[src/rtl/pipeline_pkg.sv]
// Shared encodings for the pipeline hazard controller: next-PC, forwarding,
// branch select and controller state.
package pipeline_pkg;

  localparam int unsigned FLUSH_CNT_WIDTH = 3;

  typedef enum logic [1:0] {
    PC_NEXT = 2'b00,
    PC_BRA  = 2'b01,
    PC_JR   = 2'b10,
    PC_JMP  = 2'b11
  } pc_sel_t;

  typedef enum logic [1:0] {
    FWD_REG = 2'b00,
    FWD_EX  = 2'b01,
    FWD_WB  = 2'b10
  } fwd_t;

  typedef enum logic [1:0] {
    BS_NONE = 2'b00,
    BS_COND = 2'b01,
    BS_JR   = 2'b10,
    BS_JMP  = 2'b11
  } bs_t;

  typedef enum logic [1:0] {
    RUN   = 2'b00,
    FLUSH = 2'b01,
    HOLD  = 2'b10
  } state_t;

  // Conditional branches take when the zero flag disagrees with the polarity bit.
  function automatic logic branch_taken(input logic [1:0] bs, input logic ps,
                                        input logic zero);
    logic taken;
    taken = 1'b0;
    case (bs)
      BS_COND:        taken = zero ^ ps;
      BS_JR, BS_JMP:  taken = 1'b1;
      default:        taken = 1'b0;
    endcase
    return taken;
  endfunction

endpackage

[src/rtl/pipeline_hazard_controller_if.sv]
// Bundle between the pipeline datapath (master) and the hazard controller (slave).
interface pipeline_hazard_controller_if #(
  parameter int unsigned REG_ADDR_WIDTH = 5,
  parameter int unsigned CNT_WIDTH      = 16
);

  logic [REG_ADDR_WIDTH-1:0] id_RA;
  logic [REG_ADDR_WIDTH-1:0] id_RB;
  logic                      id_use_A;
  logic                      id_use_B;
  logic                      id_RW;
  logic [REG_ADDR_WIDTH-1:0] id_DA;
  logic [1:0]                id_BS;
  logic                      id_PS;
  logic                      ex_zero;
  logic                      mem_busy;

  logic                      hold_all;
  logic                      flush_if;
  logic                      bubble_ex;
  logic [1:0]                pc_sel;
  logic [1:0]                fwd_a_sel;
  logic [1:0]                fwd_b_sel;
  logic [CNT_WIDTH-1:0]      flush_count;
  logic [CNT_WIDTH-1:0]      stall_count;

  modport master (
    output id_RA, id_RB, id_use_A, id_use_B, id_RW, id_DA, id_BS, id_PS,
           ex_zero, mem_busy,
    input  hold_all, flush_if, bubble_ex, pc_sel, fwd_a_sel, fwd_b_sel,
           flush_count, stall_count
  );

  modport slave (
    input  id_RA, id_RB, id_use_A, id_use_B, id_RW, id_DA, id_BS, id_PS,
           ex_zero, mem_busy,
    output hold_all, flush_if, bubble_ex, pc_sel, fwd_a_sel, fwd_b_sel,
           flush_count, stall_count
  );

endinterface

[src/rtl/forward_select.sv]
// Operand-forwarding comparator for one EX-stage source mux.
module forward_select
  import pipeline_pkg::*;
#(
  parameter int unsigned REG_ADDR_WIDTH = 5
) (
  input  logic [REG_ADDR_WIDTH-1:0] src_i,
  input  logic                      use_i,
  input  logic                      ex_valid_i,
  input  logic                      ex_rw_i,
  input  logic [REG_ADDR_WIDTH-1:0] ex_da_i,
  input  logic                      wb_valid_i,
  input  logic                      wb_rw_i,
  input  logic [REG_ADDR_WIDTH-1:0] wb_da_i,
  output logic [1:0]                sel_o
);

  logic src_live;

  // R0 is hard-wired, so it is never a forwarding target.
  always_comb begin
    sel_o    = FWD_REG;
    src_live = use_i && (src_i != '0);
    if (src_live && ex_valid_i && ex_rw_i && (ex_da_i == src_i)) begin
      sel_o = FWD_EX;
    end else if (src_live && wb_valid_i && wb_rw_i && (wb_da_i == src_i)) begin
      sel_o = FWD_WB;
    end
  end

endmodule

[src/rtl/pipeline_hazard_controller.sv]
// Hazard/sequencing controller for the IF-ID-EX-WB pipeline: forwarding selects,
// branch redirect, flush bubbles and memory-busy hold, with an EX/WB shadow.
module pipeline_hazard_controller
  import pipeline_pkg::*;
#(
  parameter int unsigned REG_ADDR_WIDTH = 5,
  parameter int unsigned FLUSH_CYCLES   = 1,
  parameter int unsigned CNT_WIDTH      = 16
) (
  input  logic                       clk,
  input  logic                       reset,
  pipeline_hazard_controller_if.slave bus
);

  localparam int unsigned FCW = FLUSH_CNT_WIDTH;

  state_t                    state_q, state_d, saved_q, saved_d, mode;
  logic [FCW-1:0]            fcnt_q, fcnt_d;

  logic                      ex_valid_q, ex_valid_d, ex_rw_q, ex_rw_d, ex_ps_q, ex_ps_d;
  logic [REG_ADDR_WIDTH-1:0] ex_da_q, ex_da_d;
  logic [1:0]                ex_bs_q, ex_bs_d;
  logic                      wb_valid_q, wb_valid_d, wb_rw_q, wb_rw_d;
  logic [REG_ADDR_WIDTH-1:0] wb_da_q, wb_da_d;

  logic [CNT_WIDTH-1:0]      flush_cnt_q, flush_cnt_d, stall_cnt_q, stall_cnt_d;

  logic                      taken_c, hold_c, flush_if_c, bubble_c, redirect_c;
  logic [1:0]                pc_sel_c;

  assign taken_c = ex_valid_q && branch_taken(ex_bs_q, ex_ps_q, bus.ex_zero);

  // HOLD behaves as the state it interrupted the moment mem_busy drops,
  // so the held EX branch is evaluated without losing a cycle.
  always_comb begin
    state_d    = state_q;
    saved_d    = saved_q;
    fcnt_d     = fcnt_q;
    hold_c     = 1'b0;
    flush_if_c = 1'b0;
    bubble_c   = 1'b0;
    redirect_c = 1'b0;
    pc_sel_c   = PC_NEXT;
    mode       = (state_q == HOLD) ? saved_q : state_q;
    if (bus.mem_busy) begin
      hold_c  = 1'b1;
      state_d = HOLD;
      saved_d = mode;
    end else if (taken_c) begin
      pc_sel_c   = ex_bs_q;
      flush_if_c = 1'b1;
      bubble_c   = 1'b1;
      redirect_c = 1'b1;
      if (FLUSH_CYCLES > 0) begin
        state_d = FLUSH;
        fcnt_d  = FCW'(FLUSH_CYCLES);
      end else begin
        state_d = RUN;
        fcnt_d  = '0;
      end
    end else begin
      case (mode)
        FLUSH: begin
          flush_if_c = 1'b1;
          bubble_c   = 1'b1;
          if (fcnt_q <= FCW'(1)) begin
            state_d = RUN;
            fcnt_d  = '0;
          end else begin
            state_d = FLUSH;
            fcnt_d  = fcnt_q - FCW'(1);
          end
        end
        default: state_d = RUN;
      endcase
    end
  end

  always_ff @(posedge clk) begin
    if (reset) begin
      state_q <= RUN;
      saved_q <= RUN;
      fcnt_q  <= '0;
    end else begin
      state_q <= state_d;
      saved_q <= saved_d;
      fcnt_q  <= fcnt_d;
    end
  end

  // Shadow of the EX/WB stages plus saturating event counters.
  always_comb begin
    ex_valid_d  = ex_valid_q;
    ex_rw_d     = ex_rw_q;
    ex_da_d     = ex_da_q;
    ex_bs_d     = ex_bs_q;
    ex_ps_d     = ex_ps_q;
    wb_valid_d  = wb_valid_q;
    wb_rw_d     = wb_rw_q;
    wb_da_d     = wb_da_q;
    flush_cnt_d = flush_cnt_q;
    stall_cnt_d = stall_cnt_q;
    if (!hold_c) begin
      ex_valid_d = !bubble_c;
      ex_rw_d    = bus.id_RW;
      ex_da_d    = bus.id_DA;
      ex_bs_d    = bus.id_BS;
      ex_ps_d    = bus.id_PS;
      wb_valid_d = ex_valid_q;
      wb_rw_d    = ex_rw_q;
      wb_da_d    = ex_da_q;
    end
    if (redirect_c && (flush_cnt_q != '1)) flush_cnt_d = flush_cnt_q + CNT_WIDTH'(1);
    if (hold_c && (stall_cnt_q != '1))     stall_cnt_d = stall_cnt_q + CNT_WIDTH'(1);
  end

  always_ff @(posedge clk) begin
    if (reset) begin
      ex_valid_q  <= 1'b0;
      ex_rw_q     <= 1'b0;
      ex_da_q     <= '0;
      ex_bs_q     <= '0;
      ex_ps_q     <= 1'b0;
      wb_valid_q  <= 1'b0;
      wb_rw_q     <= 1'b0;
      wb_da_q     <= '0;
      flush_cnt_q <= '0;
      stall_cnt_q <= '0;
    end else begin
      ex_valid_q  <= ex_valid_d;
      ex_rw_q     <= ex_rw_d;
      ex_da_q     <= ex_da_d;
      ex_bs_q     <= ex_bs_d;
      ex_ps_q     <= ex_ps_d;
      wb_valid_q  <= wb_valid_d;
      wb_rw_q     <= wb_rw_d;
      wb_da_q     <= wb_da_d;
      flush_cnt_q <= flush_cnt_d;
      stall_cnt_q <= stall_cnt_d;
    end
  end

  forward_select #(.REG_ADDR_WIDTH(REG_ADDR_WIDTH)) u_fwd_a (
    .src_i      (bus.id_RA),
    .use_i      (bus.id_use_A),
    .ex_valid_i (ex_valid_q),
    .ex_rw_i    (ex_rw_q),
    .ex_da_i    (ex_da_q),
    .wb_valid_i (wb_valid_q),
    .wb_rw_i    (wb_rw_q),
    .wb_da_i    (wb_da_q),
    .sel_o      (bus.fwd_a_sel)
  );

  forward_select #(.REG_ADDR_WIDTH(REG_ADDR_WIDTH)) u_fwd_b (
    .src_i      (bus.id_RB),
    .use_i      (bus.id_use_B),
    .ex_valid_i (ex_valid_q),
    .ex_rw_i    (ex_rw_q),
    .ex_da_i    (ex_da_q),
    .wb_valid_i (wb_valid_q),
    .wb_rw_i    (wb_rw_q),
    .wb_da_i    (wb_da_q),
    .sel_o      (bus.fwd_b_sel)
  );

  assign bus.hold_all    = hold_c;
  assign bus.flush_if    = flush_if_c;
  assign bus.bubble_ex   = bubble_c;
  assign bus.pc_sel      = pc_sel_c;
  assign bus.flush_count = flush_cnt_q;
  assign bus.stall_count = stall_cnt_q;

endmodule
[src/flat_wrapper.sv]
// flat-port wrapper written by rule: the top's interface ports become plain ports
module pipeline_hazard_controller_flat import pipeline_pkg::*;
#(
  parameter int unsigned REG_ADDR_WIDTH = 5,
  parameter int unsigned FLUSH_CYCLES   = 1,
  parameter int unsigned CNT_WIDTH      = 16
)
  (clk, reset, bus_id_RA, bus_id_RB, bus_id_use_A, bus_id_use_B, bus_id_RW, bus_id_DA, bus_id_BS, bus_id_PS, bus_ex_zero, bus_mem_busy, bus_hold_all, bus_flush_if, bus_bubble_ex, bus_pc_sel, bus_fwd_a_sel, bus_fwd_b_sel, bus_flush_count, bus_stall_count);
  pipeline_hazard_controller_if #(.REG_ADDR_WIDTH(REG_ADDR_WIDTH), .CNT_WIDTH(CNT_WIDTH)) bus_i ();
  input  logic clk;
  input  logic reset;
  input wire logic [$bits(bus_i.id_RA)-1:0] bus_id_RA;
  input wire logic [$bits(bus_i.id_RB)-1:0] bus_id_RB;
  input wire logic [$bits(bus_i.id_use_A)-1:0] bus_id_use_A;
  input wire logic [$bits(bus_i.id_use_B)-1:0] bus_id_use_B;
  input wire logic [$bits(bus_i.id_RW)-1:0] bus_id_RW;
  input wire logic [$bits(bus_i.id_DA)-1:0] bus_id_DA;
  input wire logic [$bits(bus_i.id_BS)-1:0] bus_id_BS;
  input wire logic [$bits(bus_i.id_PS)-1:0] bus_id_PS;
  input wire logic [$bits(bus_i.ex_zero)-1:0] bus_ex_zero;
  input wire logic [$bits(bus_i.mem_busy)-1:0] bus_mem_busy;
  output wire logic [$bits(bus_i.hold_all)-1:0] bus_hold_all;
  output wire logic [$bits(bus_i.flush_if)-1:0] bus_flush_if;
  output wire logic [$bits(bus_i.bubble_ex)-1:0] bus_bubble_ex;
  output wire logic [$bits(bus_i.pc_sel)-1:0] bus_pc_sel;
  output wire logic [$bits(bus_i.fwd_a_sel)-1:0] bus_fwd_a_sel;
  output wire logic [$bits(bus_i.fwd_b_sel)-1:0] bus_fwd_b_sel;
  output wire logic [$bits(bus_i.flush_count)-1:0] bus_flush_count;
  output wire logic [$bits(bus_i.stall_count)-1:0] bus_stall_count;
  assign bus_i.id_RA = bus_id_RA;
  assign bus_i.id_RB = bus_id_RB;
  assign bus_i.id_use_A = bus_id_use_A;
  assign bus_i.id_use_B = bus_id_use_B;
  assign bus_i.id_RW = bus_id_RW;
  assign bus_i.id_DA = bus_id_DA;
  assign bus_i.id_BS = bus_id_BS;
  assign bus_i.id_PS = bus_id_PS;
  assign bus_i.ex_zero = bus_ex_zero;
  assign bus_i.mem_busy = bus_mem_busy;
  assign bus_hold_all = bus_i.hold_all;
  assign bus_flush_if = bus_i.flush_if;
  assign bus_bubble_ex = bus_i.bubble_ex;
  assign bus_pc_sel = bus_i.pc_sel;
  assign bus_fwd_a_sel = bus_i.fwd_a_sel;
  assign bus_fwd_b_sel = bus_i.fwd_b_sel;
  assign bus_flush_count = bus_i.flush_count;
  assign bus_stall_count = bus_i.stall_count;
  pipeline_hazard_controller #(.REG_ADDR_WIDTH(REG_ADDR_WIDTH), .FLUSH_CYCLES(FLUSH_CYCLES), .CNT_WIDTH(CNT_WIDTH)) u_core (.clk(clk), .reset(reset), .bus(bus_i));
endmodule
[config.mk]
export PLATFORM = sky130hd
export DESIGN_NAME = pipeline_hazard_controller_flat
export DESIGN_NICKNAME = d
export VERILOG_FILES = /design/src/rtl/pipeline_pkg.sv /design/src/rtl/pipeline_hazard_controller_if.sv /design/src/rtl/forward_select.sv /design/src/rtl/pipeline_hazard_controller.sv /design/src/flat_wrapper.sv
export SDC_FILE = /design/constraint.sdc
export NUM_CORES = 1
export LEC_CHECK = 0
export CORE_ASPECT_RATIO = 1.5
export CORE_MARGIN = 3
export CORE_UTILIZATION = 40
export CTS_BUF_LIST = sky130_fd_sc_hd__clkbuf_8 sky130_fd_sc_hd__clkbuf_16
export DETAILED_ROUTE_END_ITERATION = 10
export PLACE_DENSITY = 0.64
export SYNTH_ARGS = -nofsm -noshare
export SYNTH_HDL_FRONTEND = slang
export SYNTH_SLANG_ARGS = --single-unit
[constraint.sdc]
create_clock -name clk -period 2.2 [get_ports clk]
set_input_delay 0.44 -clock clk [delete_from_list [all_inputs] [get_ports clk]]
set_output_delay 0.44 -clock clk [all_outputs]
set_load 0.02 [all_outputs]
# After elaboration in Yosys (flattened, before gate mapping)
# Cells that the tools add are included.
# totals
elab_cells	76
output_inout_bits	41
reg_bits	56
inputBits	25
# op_classes
bitwise	2
n_lt_le_gt_ge	1
reduce_logical	24
n_eq_ne	11
add_sub_neg	3
n_mux	21
# ops
operator	count
16-bit by 1-bit adder with 16-bit output (second input constant)	2
16-bit != test (second input constant)	2
5-bit == test	4
2-bit two-way mux	9
1-bit logical AND	17
5-bit nonzero test	2
3-bit two-way mux	3
1-bit two-way mux	8
2-bit == test (second input constant)	3
2-bit by 1-bit == test with 1-bit output (second input constant)	2
2-bit OR reduction	2
3-bit by 1-bit <= comparator with 1-bit output (second input constant)	1
3-bit by 1-bit subtractor with 3-bit output (second input constant)	1
1-bit case mux with 2 select lines	1
2-bit AND reduction	1
2-bit nonzero test	1
1-bit logical NOT	1
1-bit NOT	1
1-bit XOR	1

# Depth between registers and ports, before layout
# Gate-level depths: netlist of the first run.
# logic_depth
ltp_word	7
mapped_depth	6
mapped_depth_nobuf	6

# Modules after synthesis
# From an unflattened synthesis of the first run, not the netlist that was laid out.
# hier_totals
hier_cells	327
area_unflattened_um2	2961.6
# modules_own_cells
module	instances	area_per_inst_um2	cells_each	seq_area_each_um2
pipeline_hazard_controller	1	2663.8	291	1121.1
forward_select	2	148.9	18	0.0

# Least setup slack after synthesis of the first run
# No wires, ideal clock.
# synth_timing
kind	input-to-output
from	input port bus_id_RA[0]
to	output port bus_fwd_a_sel[1]
n_path_buf	0
stages	4
path_slack_ps	-15
arrival_ps	1775
required_ps	1760
path_cell_list	or4_1 o21ai_1 nor4_1 nor3_1
# synth_between
elab_chain_cells	7
elab_cells_between_ends	12
cone_classes	eq/ne (2); mux (2); reduce/logical (8)
# synth_lines
element	line_no	text
start, declared	flat_wrapper.sv:12	input wire logic [$bits(bus_i.id_RA)-1:0] bus_id_RA;
5-bit nonzero test	forward_select.sv:23	src_live = use_i && (src_i != '0);
1-bit logical AND	forward_select.sv:23	
1-bit logical AND (3 in a row)	forward_select.sv:26	end else if (src_live && wb_valid_i && wb_rw_i && (wb_da_i == src_i)) begin
2-bit two-way mux	forward_select.sv:26	
2-bit two-way mux (*)	forward_select.sv:24	if (src_live && ex_valid_i && ex_rw_i && (ex_da_i == src_i)) begin
end, declared	flat_wrapper.sv:26	output wire logic [$bits(bus_i.fwd_a_sel)-1:0] bus_fwd_a_sel;
# Every way passes the cells marked *; elsewhere a longest branch is shown, timed or not.

# Worst setup path in the final report of the first run
# layout_timing
from	input port bus_ex_zero
to	output port bus_bubble_ex
# layout_between
elab_chain_cells	5
# layout_lines
element	line_no	text
start, declared	flat_wrapper.sv:20	input wire logic [$bits(bus_i.ex_zero)-1:0] bus_ex_zero;
1-bit XOR	pipeline_pkg.sv:39	BS_COND: taken = zero ^ ps;
1-bit case mux with 2 select lines	pipeline_pkg.sv:38	case (bs)
1-bit logical AND	pipeline_hazard_controller.sv:31	assign taken_c = ex_valid_q && branch_taken(ex_bs_q, ex_ps_q, bus.ex_zero);
1-bit two-way mux	pipeline_hazard_controller.sv:49	end else if (taken_c) begin
1-bit two-way mux	pipeline_hazard_controller.sv:45	if (bus.mem_busy) begin
end, declared	flat_wrapper.sv:24	output wire logic [$bits(bus_i.bubble_ex)-1:0] bus_bubble_ex;
# No other way between the ends.

==> metrics.txt, run 1 <==
status finished, final reports clean; met3 usage 3.31%; drt wl/cell 14.2 µm; clock root buffer clkbuf_16; Hold Violations, Final 0; grt met2 use 32.6%; H-tree level count 2; CP Cell Sequence clkdlybuf4s50_1 > xor2_2 > a31oi_4 > nand2_1 > clkdlybuf4s15_2; CP max stage delay 0.50 ns; share of cells above drive strength 1 22.4%; CP Max Fanout 3; Rel. slew slack 62.3%; Final Non-Filler Cells 539; antenna violations before repair 0; GPL Wtd Cong 0.845; DP Worst Slack -0.757 ns; # DRC 0; minimum clock period 2.15 ns; Rows 39; clock skew 0.00987 ns; GRT busiest layer met2; Setup crit start kind primary input; global-route wire length before repair 13000 µm; largest net degree at the start of global routing 71; Worst-Skew Late Latency 0.30 ns; Syn Nets 370; VDD IR max 0.474 mV; Die H 115 µm; Seq/Total Area, Yosys 35.6%; GRT Total Usage 18.0%; RSZ-0062 raised after global routing yes; Overflow after GRT 0; PD cells 523 nW/µm²; max cap viols 0; Vias/cell 5.34; die area 9000 µm²; final worst setup slack 0.0493 ns; # fillers 697; port bufs 65; CP required 1.76 ns; Routed WL 7680 µm; number of flops mapped to enable cells by yosys 0; nets 465; synthesized area per cell 9.24 µm²; final period utilization 97.8%; DR iter-0 viols 93; Die W 78.5 µm; Max Clk Rate 0.465 GHz; Setup-failing EPs final 0; cell area after technology mapping 3150 µm²; clk slew on worst S/H paths 0.07 ns; number of global-route vias before repair 2779; area of placed instances 4140 µm²; Setup CP Type in -> out; initial core utilization 41.1%; Num CTS Buffers 5; Vias 2879; final core area utilization 56.6%; IO Count 66; DP HPWL 5560 µm; min-delay worst type reg -> reg; antenna cells 0; Final TNS setup 0 ns; asr flop ratio synth 0%; Bufs on Longest Clock Path 2; Tightest Pin Transition 0.566 ns; met1 GRT Util 20.6%; hold_ws 0.484 ns; CTS sink count 56; CTS tree yes; fin. max-slew vios 0; Layout area overhead 37.6%; Worst setup EP type primary output; Ys Warns 0; Distinct cells, synth 61; Tot Pwr 2.27 mW; WP data arrival 1.71 ns; Pleak 1.67 nW; Cells after DPL 530; post-route cell area 4330 µm²; CP max stage cell clkdlybuf4s50_1; post-detailed-route count of antenna-violating nets 0; drt first pass iters 4; ys flop type dfxtp_1; # hold bufs at CTS 0; Core ar. 7660 µm²; register bit total from synthesis 56; Synth Instances 341
==> layout by cell type (no fill, tap or decap), types with 4 or more instances in the layout <==
master           Yosys  routed
nand2b_1             5       5
or4_1               10       8
a21oi_1             22      22
clkbuf_16            0       5
dfxtp_1             56      56
nand4_1             11      11
clkdlybuf4s50_1      0      44
mux2_4               8       8
xor2_1              12      12
o31ai_1              6       6
a211oi_2             5       5
nor3_1               7       5
nor2b_1             13      13
and4_1               5       5
buf_2                2      10
ha_1                 4       4
buf_4                3      37
nand2_1             10      10
nor2_1              42      42
xnor2_1             11      11
mux2i_1             18      18
nor4_4               2       4
inv_1                8       8
nand3_1             15      15
==> path summary, 6_finish.rpt <==
kind	from	to	slack [ns]	cells after the start
setup / recovery	bus_ex_zero	bus_bubble_ex	0.05	5
hold / removal	u_core.fcnt_q[1]$_SDFFE_PP0P_	u_core.fcnt_q[1]$_SDFFE_PP0P_	0.48	2
hold reg to reg	u_core.fcnt_q[1]$_SDFFE_PP0P_	u_core.fcnt_q[1]$_SDFFE_PP0P_	0.48	2
setup reg to reg	u_core.bus.flush_count[0]$_SDFFE_PP0P_	u_core.bus.flush_count[3]$_SDFFE_PP0P_	0.28	6
==> where the power goes <==
part	total, mW	leakage [nW]	switching (mW)	internal (mW)
clock network	0.947	0.0804	0.405	0.543
logic	0.258	1.13	0.126	0.133
registers	1.06	0.454	0.0242	1.04
==> metal layers <==
metal	share of wire, %	wire length, µm
met5	0	0
met4	2.0	151
met3	3.5	266
met2	51	3930
met1	43	3330
==> final cells by class <==
type                       instances  area, µm²  share of cell area, %
clock buffer                       5        125                   2.89
clock inverter                     3       46.3                   1.07
inverter                           8       30.0                  0.693
multi-input combinational        262       1990                   46.0
sequential                        56       1120                   25.9
tap                              102        128                   2.94
timing repair buffer             103        892                   20.6
==> state kept, by name, indices dropped and copies added, names as in the netlist, 2 cells and up <==
register	count
u_core.state_q	2
u_core.bus.stall_count	16
u_core.saved_q	2
u_core.wb_da_q	5
u_core.ex_bs_q	2
u_core.fcnt_q	3
u_core.ex_da_q	5
u_core.bus.flush_count	16
==> kinds of logic (layout without fill, tap and decap cells) <==
| logic type | Yosys count | in the layout | synth area share [%] |
|---|---|---|---|
| xor+xnor | 24 | 24 | 6.91 |
| simple gates | 141 | 141 | 25.9 |
| mux | 30 | 30 | 11.0 |
| fa+ha+maj | 4 | 4 | 1.59 |
| buf+inv | 23 | 119 | 3.65 |
| flops | 56 | 56 | 35.6 |
| compound gates | 63 | 63 | 15.4 |
==> critical path: cells and delay by family <==
family	cells	cell delay, ns
AOI/OAI and AO/OA	1	0.11
buffers and inverters	2	0.78
xor gates and xnor gates	1	0.25
and+or+nand+nor	1	0.13
==> synth_stat cells, types with 5 or more instances <==
library cell  count  area share, %
a211oi_2          5            2.0
a21oi_1          22            3.5
and4_1            5            1.4
dfxtp_1          56             36
inv_1             8           0.95
mux2_4            8            3.8
mux2i_1          18            5.7
nand2_1          10            1.2
nand2b_1          5           0.99
nand3_1          15            2.4
nand4_1          11            2.2
nor2_1           42            5.0
nor2b_1          13            2.6
nor3_1            7            1.1
o31ai_1           6            1.4
or4_1            10            2.4
xnor2_1          11            3.1
xor2_1           12            3.3
==> timing repair <==
| action | in CTS | in global routing |
|---|---|---|
| resized for setup | 72 | 10 |
| endpoints found under the setup margin | 10 | 6 |
| pin swaps | 8 | 8 |
| setup buffers | 1 | 0 |
No activity file was read; power rests on OpenSTA's default activity.
==> inputs of run 2 (changes only) <==
Settings changed: CORE_UTILIZATION 40 to 51, PLACE_DENSITY 0.64 to 0.8, SYNTH_HIERARCHICAL set to 1.
==> run 2 against run 1 <==
Compared with the run above:
- sequential cell count is the same
- cell count shrank 12%
- first-iteration DRC count is 34% higher
- hold slack gained 0.012 ns
- core utilization up 13 points
- non-clock buffer count decreased by 17
- clock skew down 0.0029 ns
- synthesized cell count decreased by 4.1%
==> metrics.txt, run 2 <==
Setup CP Type in -> out; drt wl/cell 15.0 µm; Max Clk Rate 0.466 GHz; CP max stage cell or4_4; WP data arrival 1.70 ns; Synth Instances 327; DP HPWL 5210 µm; Die W 68.2 µm; Setup-failing EPs final 0; initial core utilization 53.5%; hold_ws 0.496 ns; area of placed instances 3770 µm²; final period utilization 97.4%; PD cells 524 nW/µm²; Rows 33; VDD IR max 0.419 mV; status finished, final reports clean; Seq/Total Area, Yosys 37.9%; CTS sink count 56; global-route wire length before repair 12100 µm; clock root buffer clkbuf_8; CP Max Fanout 2; Final Non-Filler Cells 477; top cells by area, synth dfxtp_1, xnor2_1, nor2_1; fin. max-slew vios 0; nets 435; Distinct cells, synth 54; top post-synthesis cells by count dfxtp_1, nor2_1, xnor2_1, nand4_1, mux2i_1; antenna violations before repair 0; post-route cell area 3870 µm²; CP Depth 6; Layout area overhead 30.7%; CP required 1.76 ns; CTS tree yes; clock skew 0.00700 ns; Die H 99.3 µm; Core ar. 5530 µm²; antenna cells 0; synthesized area per cell 9.06 µm²; GPL Wtd Cong 0.853; commonest non-fill, non-tap cell in the layout dfxtp_1; DR iter-0 viols 125; Pleak 1.39 nW; Worst R2R Path Depth 6; ys flop type dfxtp_1; minimum clock period 2.14 ns; Hold Violations, Final 0; # hold bufs at CTS 0; asr flop ratio synth 0%; Synth top area share 37.9%; register bit total from synthesis 56; Cells on Worst Hold Path 2; Tot Pwr 2.03 mW; max layer used met4; CP delay by family, top simple AND/OR/NAND/NOR gates; number of flops mapped to enable cells by yosys 0; length of routed met2 wiring 3950 µm; Tightest Pin Transition 0.545 ns; IO Count 66; most frequent cell after synthesis dfxtp_1; die area 6780 µm²; Vias/cell 5.55; GRT Total Usage 22.6%; max cap viols 0; Setup crit start kind primary input; Synth area leader dfxtp_1; Worst setup EP type primary output; cell area after technology mapping 2960 µm²; port bufs 65; Num CTS Buffers 5; CP max stage delay 0.54 ns; min-delay worst type reg -> reg; Routed WL 7140 µm; CP Cell Sequence buf_2 > or4_4 > nor2_4 > nor3_2 > nor4_2 > buf_4; Bufs on Longest Clock Path 2; Rel. slew slack 63.7%; largest net degree at the start of global routing 30; Ys Warns 6; H-tree level count 2; drt first pass iters 4; Final TNS setup 0 ns; # DRC 0; Overflow after GRT 0; met3 WL 236 µm; number of global-route vias before repair 2635; Vias 2647; Worst-Skew Late Latency 0.31 ns; met1 wire length 2830 µm; Syn Nets 356; RSZ-0062 raised after global routing yes; post-detailed-route count of antenna-violating nets 0; Cells after DPL 467; commonest non-fill, non-tap cells in the layout dfxtp_1, nor2_1, clkdlybuf4s50_1, xnor2_1, buf_4; share of cells above drive strength 1 17.2%; worst path bufs/invs 2; clk slew on worst S/H paths 0.10 ns
## run 2: cell types whose count changed after synthesis, sizes merged, moves of 5 or more
cell / change
nand2b: -5
buf: -5
xnor2: +25
mux2: -12
nor3: +8
xor2: -8
nand4: +7
nor2: +9
a21oi: -13
nor2b: -8
or4: -7
## run 2: area by class of cell
type	count	area, µm²
repair buffers	86	749
inverters	10	37.5
multi-input cells	247	1750
well taps	70	87.6
flip-flops and latches	56	1120
clock buffers	7	96.3
fillers	471	1660
clock inverters	1	30.0
## run 2: final timing paths
kind	startpoint	to	slack (ns)
setup / recovery	bus_id_RB[4]	bus_fwd_b_sel[1]	0.06
hold / removal	u_core/fcnt_q[2]$_SDFFE_PP0P_	u_core/fcnt_q[2]$_SDFFE_PP0P_	0.50
setup reg to reg	u_core/bus.stall_count[0]$_SDFFE_PP0P_	u_core/bus.stall_count[9]$_SDFFE_PP0P_	0.35
hold reg to reg	u_core/fcnt_q[2]$_SDFFE_PP0P_	u_core/fcnt_q[2]$_SDFFE_PP0P_	0.50
## run 2: stage by stage
step | util [%] | setup slack, ns
after floorplan | - | 0.0448
after detailed placement | 68.1 | -0.751
after global placement | 68.1 | -0.714
final | 70.0 | 0.0563
after CTS | 70.1 | 0.00454
after global routing | 70.0 | -0.0192
## run 2: tightest hold or removal path, stage by stage (launching register included)
cell,delay (ns)
dfxtp_1,0.35
nand2_1,0.07
o21ai_1,0.05
## run 2: repair_timing
item | CTS | global route
gates resized for setup | 62 | 5
gates cloned | 0 | 0
pin swaps | 11 | 7
endpoints found under the hold margin | 0 | 0
buffers inserted | 2 | 0
setup endpoints to repair | 7 | 4
## run 2: layer usage
metal / up-vias / global-route usage (%)
li1: 1313 / -
met1: 1244 / 26.2
met2: 78 / 39.9
met3: 12 / 4.18
met4: 0 / 7.96
met5: - / 0
## run 2: cell families after synthesis
family	synth area share, %
simple gates	28.7
compound gates	9.76
mux	5.75
fa+ha+maj	1.69
buf+inv	3.89
xor+xnor	12.4
flops	37.9
## run 2: where the power goes
part	internal [mW]	leakage [nW]	switching (mW)
logic	0.119	0.873	0.111
clock network	0.402	0.0645	0.332
registers	1.04	0.454	0.0276
==> inputs of run 3 (changes only) <==
Settings changed: ABC_AREA set to 1, CORE_UTILIZATION 51 to 52.
==> run 3 against run 2 <==
Compared with the run above:
- sequential power about the same
- area after synthesis up 8.6%
- first-iteration DRC count down 3.2%
- critical path depth up 2
- sequential cell count unchanged
- hold slack worse by 0.0085 ns
- design area up 6.2%
- die area up 6.0%
- core utilization down 0.46 points
- clock skew down 0.0045 ns
- global-route usage up 0.89 points
- register-to-register slack better by 0.04 ns
- critical endpoint is now bus_flush_if
==> metrics.txt, run 3 <==
commonest non-fill, non-tap cell in the layout nand2_1; commonest non-fill, non-tap cells in the layout nand2_1, nor2_1, inv_1, dfxtp_1, clkdlybuf4s50_1; Bufs on Longest Clock Path 2; Vias 3424; number of global-route vias before repair 3224; post-detailed-route count of antenna-violating nets 0; Sw Pwr 0.505 mW; WP data arrival 1.71 ns; # Post-CTS Setup Buffers 0; final period utilization 97.8%; drt wl/cell 12.2 µm; die area 7190 µm²; Vias/cell 5.13; final worst setup slack 0.0479 ns; CTS tree yes; Setup-failing EPs final 0; CP required 1.76 ns; port bufs 65; # DRC 0; DP Worst Slack -0.331 ns; Synth area leader dfxtp_1; register bit total from synthesis 56; H-tree level count 2; Routed WL 8180 µm; minimum clock period 2.15 ns; max cap viols 0; internal power 1.52 mW; final core area utilization 69.5%; Distinct cells, synth 27; cell area after technology mapping 3220 µm²; clock skew 0.00249 ns; DR iter-0 viols 121; top post-synthesis cells by count nand2_1, nor2_1, inv_1, dfxtp_1, nand3_1; initial core utilization 54.4%; Setup CP Type in -> out; clock power share 35.2%; clock root buffer clkbuf_8; Syn Nets 548; Overflow after GRT 0; share of cells above drive strength 1 9.23%; PD cells 493 nW/µm²; logic gate share of total power 12.4%; Setup crit start kind primary input; number of flops mapped to enable cells by yosys 0; Worst-Skew Late Latency 0.31 ns; antenna cells 0; drt first pass iters 4; synthesized area per cell 6.20 µm²; Tot Pwr 2.03 mW; DP HPWL 6310 µm; antenna violations before repair 0; IO Count 66; Max Clk Rate 0.465 GHz; Ys Warns 6; register share of total power 52.4%; switching share of power 24.9%; GRT Total Usage 23.4%; asr flop ratio synth 0%; Layout area overhead 27.8%; # fillers 555; ys flop type dfxtp_1; min-delay worst type reg -> reg; Synth Instances 519; largest net degree at the start of global routing 24; CP Max Fanout 3; Tightest Pin Transition 0.318 ns; hold_ws 0.488 ns; nets 624; Rel. slew slack 78.7%; Hold Violations, Final 0; GPL Wtd Cong 0.884; Pleak 1.68 nW; Core ar. 5910 µm²; top cells by area, synth dfxtp_1, nand2_1, nor2_1; # hold bufs at CTS 0; Die H 102 µm; clk slew on worst S/H paths 0.10 ns; RSZ-0062 raised after global routing yes; VDD IR max 0.429 mV; fin. max-slew vios 0; Synth top area share 34.9%; global-route wire length before repair 13700 µm; Die W 70.2 µm; Num CTS Buffers 5; Worst setup EP type primary output; Seq/Total Area, Yosys 34.9%; CTS sink count 56; status finished, final reports clean; Rows 34; most frequent cell after synthesis nand2_1
run 3: changes by cell type after synthesis, sizes merged, moves of 12 or more:
cell and delta:
a21oi +23, inv +57, mux2i -17, nand2 +152, nand3 +32, nand4 -12
nor2 +31, nor3 -14, o21ai +20, xnor2 -34
run 3: final cells by class:
cell class | count | area (µm²) | area share (%)
timing repair buffer | 81 | 754 | 18.4
multi-input combinational | 383 | 1770 | 43.0
clock buffer | 6 | 82.6 | 2.01
inverter | 68 | 256 | 6.24
clock inverter | 2 | 38.8 | 0.944
tap | 72 | 90.1 | 2.19
sequential | 56 | 1120 | 27.3
run 3: what timing repair did:
action,CTS,global route
resized for setup,16,7
setup endpoints to repair,8,7
gates cloned,0,0
run 3: per-layer routing:
metal	share of wire [%]	up-vias	track usage, %
li1	-	1766	-
met1	42	1565	25.4
met2	53	79	45.2
met3	3.2	14	3.05
met4	2.3	0	9.73
met5	0	-	0
run 3: path summary, 6_finish.rpt:
kind                            slack (ns)                                     end                                    from  depth (start not counted)
worst min-delay path                  0.49          u_core/saved_q[1]$_SDFFE_PP0P_          u_core/saved_q[1]$_SDFFE_PP0P_                          2
worst max-delay path                  0.05                            bus_flush_if                             bus_ex_zero                          8
worst min register to register        0.49          u_core/saved_q[1]$_SDFFE_PP0P_          u_core/saved_q[1]$_SDFFE_PP0P_                          2
worst max register to register        0.39  u_core/bus.flush_count[2]$_SDFFE_PP0P_  u_core/bus.flush_count[0]$_SDFFE_PP0P_                          9
run 3: per-stage QoR:
stage / TNS, ns / std cells / area (µm²)
finish: 0 / 668 / 4110
global route: -0.155 / 668 / 4110
CTS: 0 / 668 / 4130
detailed placement: -2.13 / 660 / 4020
global placement: -2.11 / 660 / 4020
floorplan: 0 / 519 / 3220
run 3: cells by family after synthesis:
kind of cell	share of synthesized area, %
AO/OA/AOI/OAI	10.3
buffers and inverters	10.2
XOR/XNOR	3.54
AND/OR/NAND/NOR	39.5
flip-flops	34.9
adder cells (fa/ha/maj)	1.56
run 3: critical path, stage by stage:
cell             delay [ns]
clkdlybuf4s50_1        0.48
inv_1                  0.04
nand2_1                0.06
nand3_1                0.06
nand2_1                0.08
nand2_1                0.09
nand2_1                0.12
dlygate4sd2_1          0.34
run 3: power groups by stage:
stage | Combinational, mW | Sequential, mW | Clock, mW
global placement | 0.251 | 1.09 | 0
floorplan | 0.132 | 1.09 | 0
CTS | 0.254 | 1.06 | 0.739
detailed placement | 0.255 | 1.09 | 0
global route | 0.280 | 1.07 | 0.774
finish | 0.252 | 1.06 | 0.713
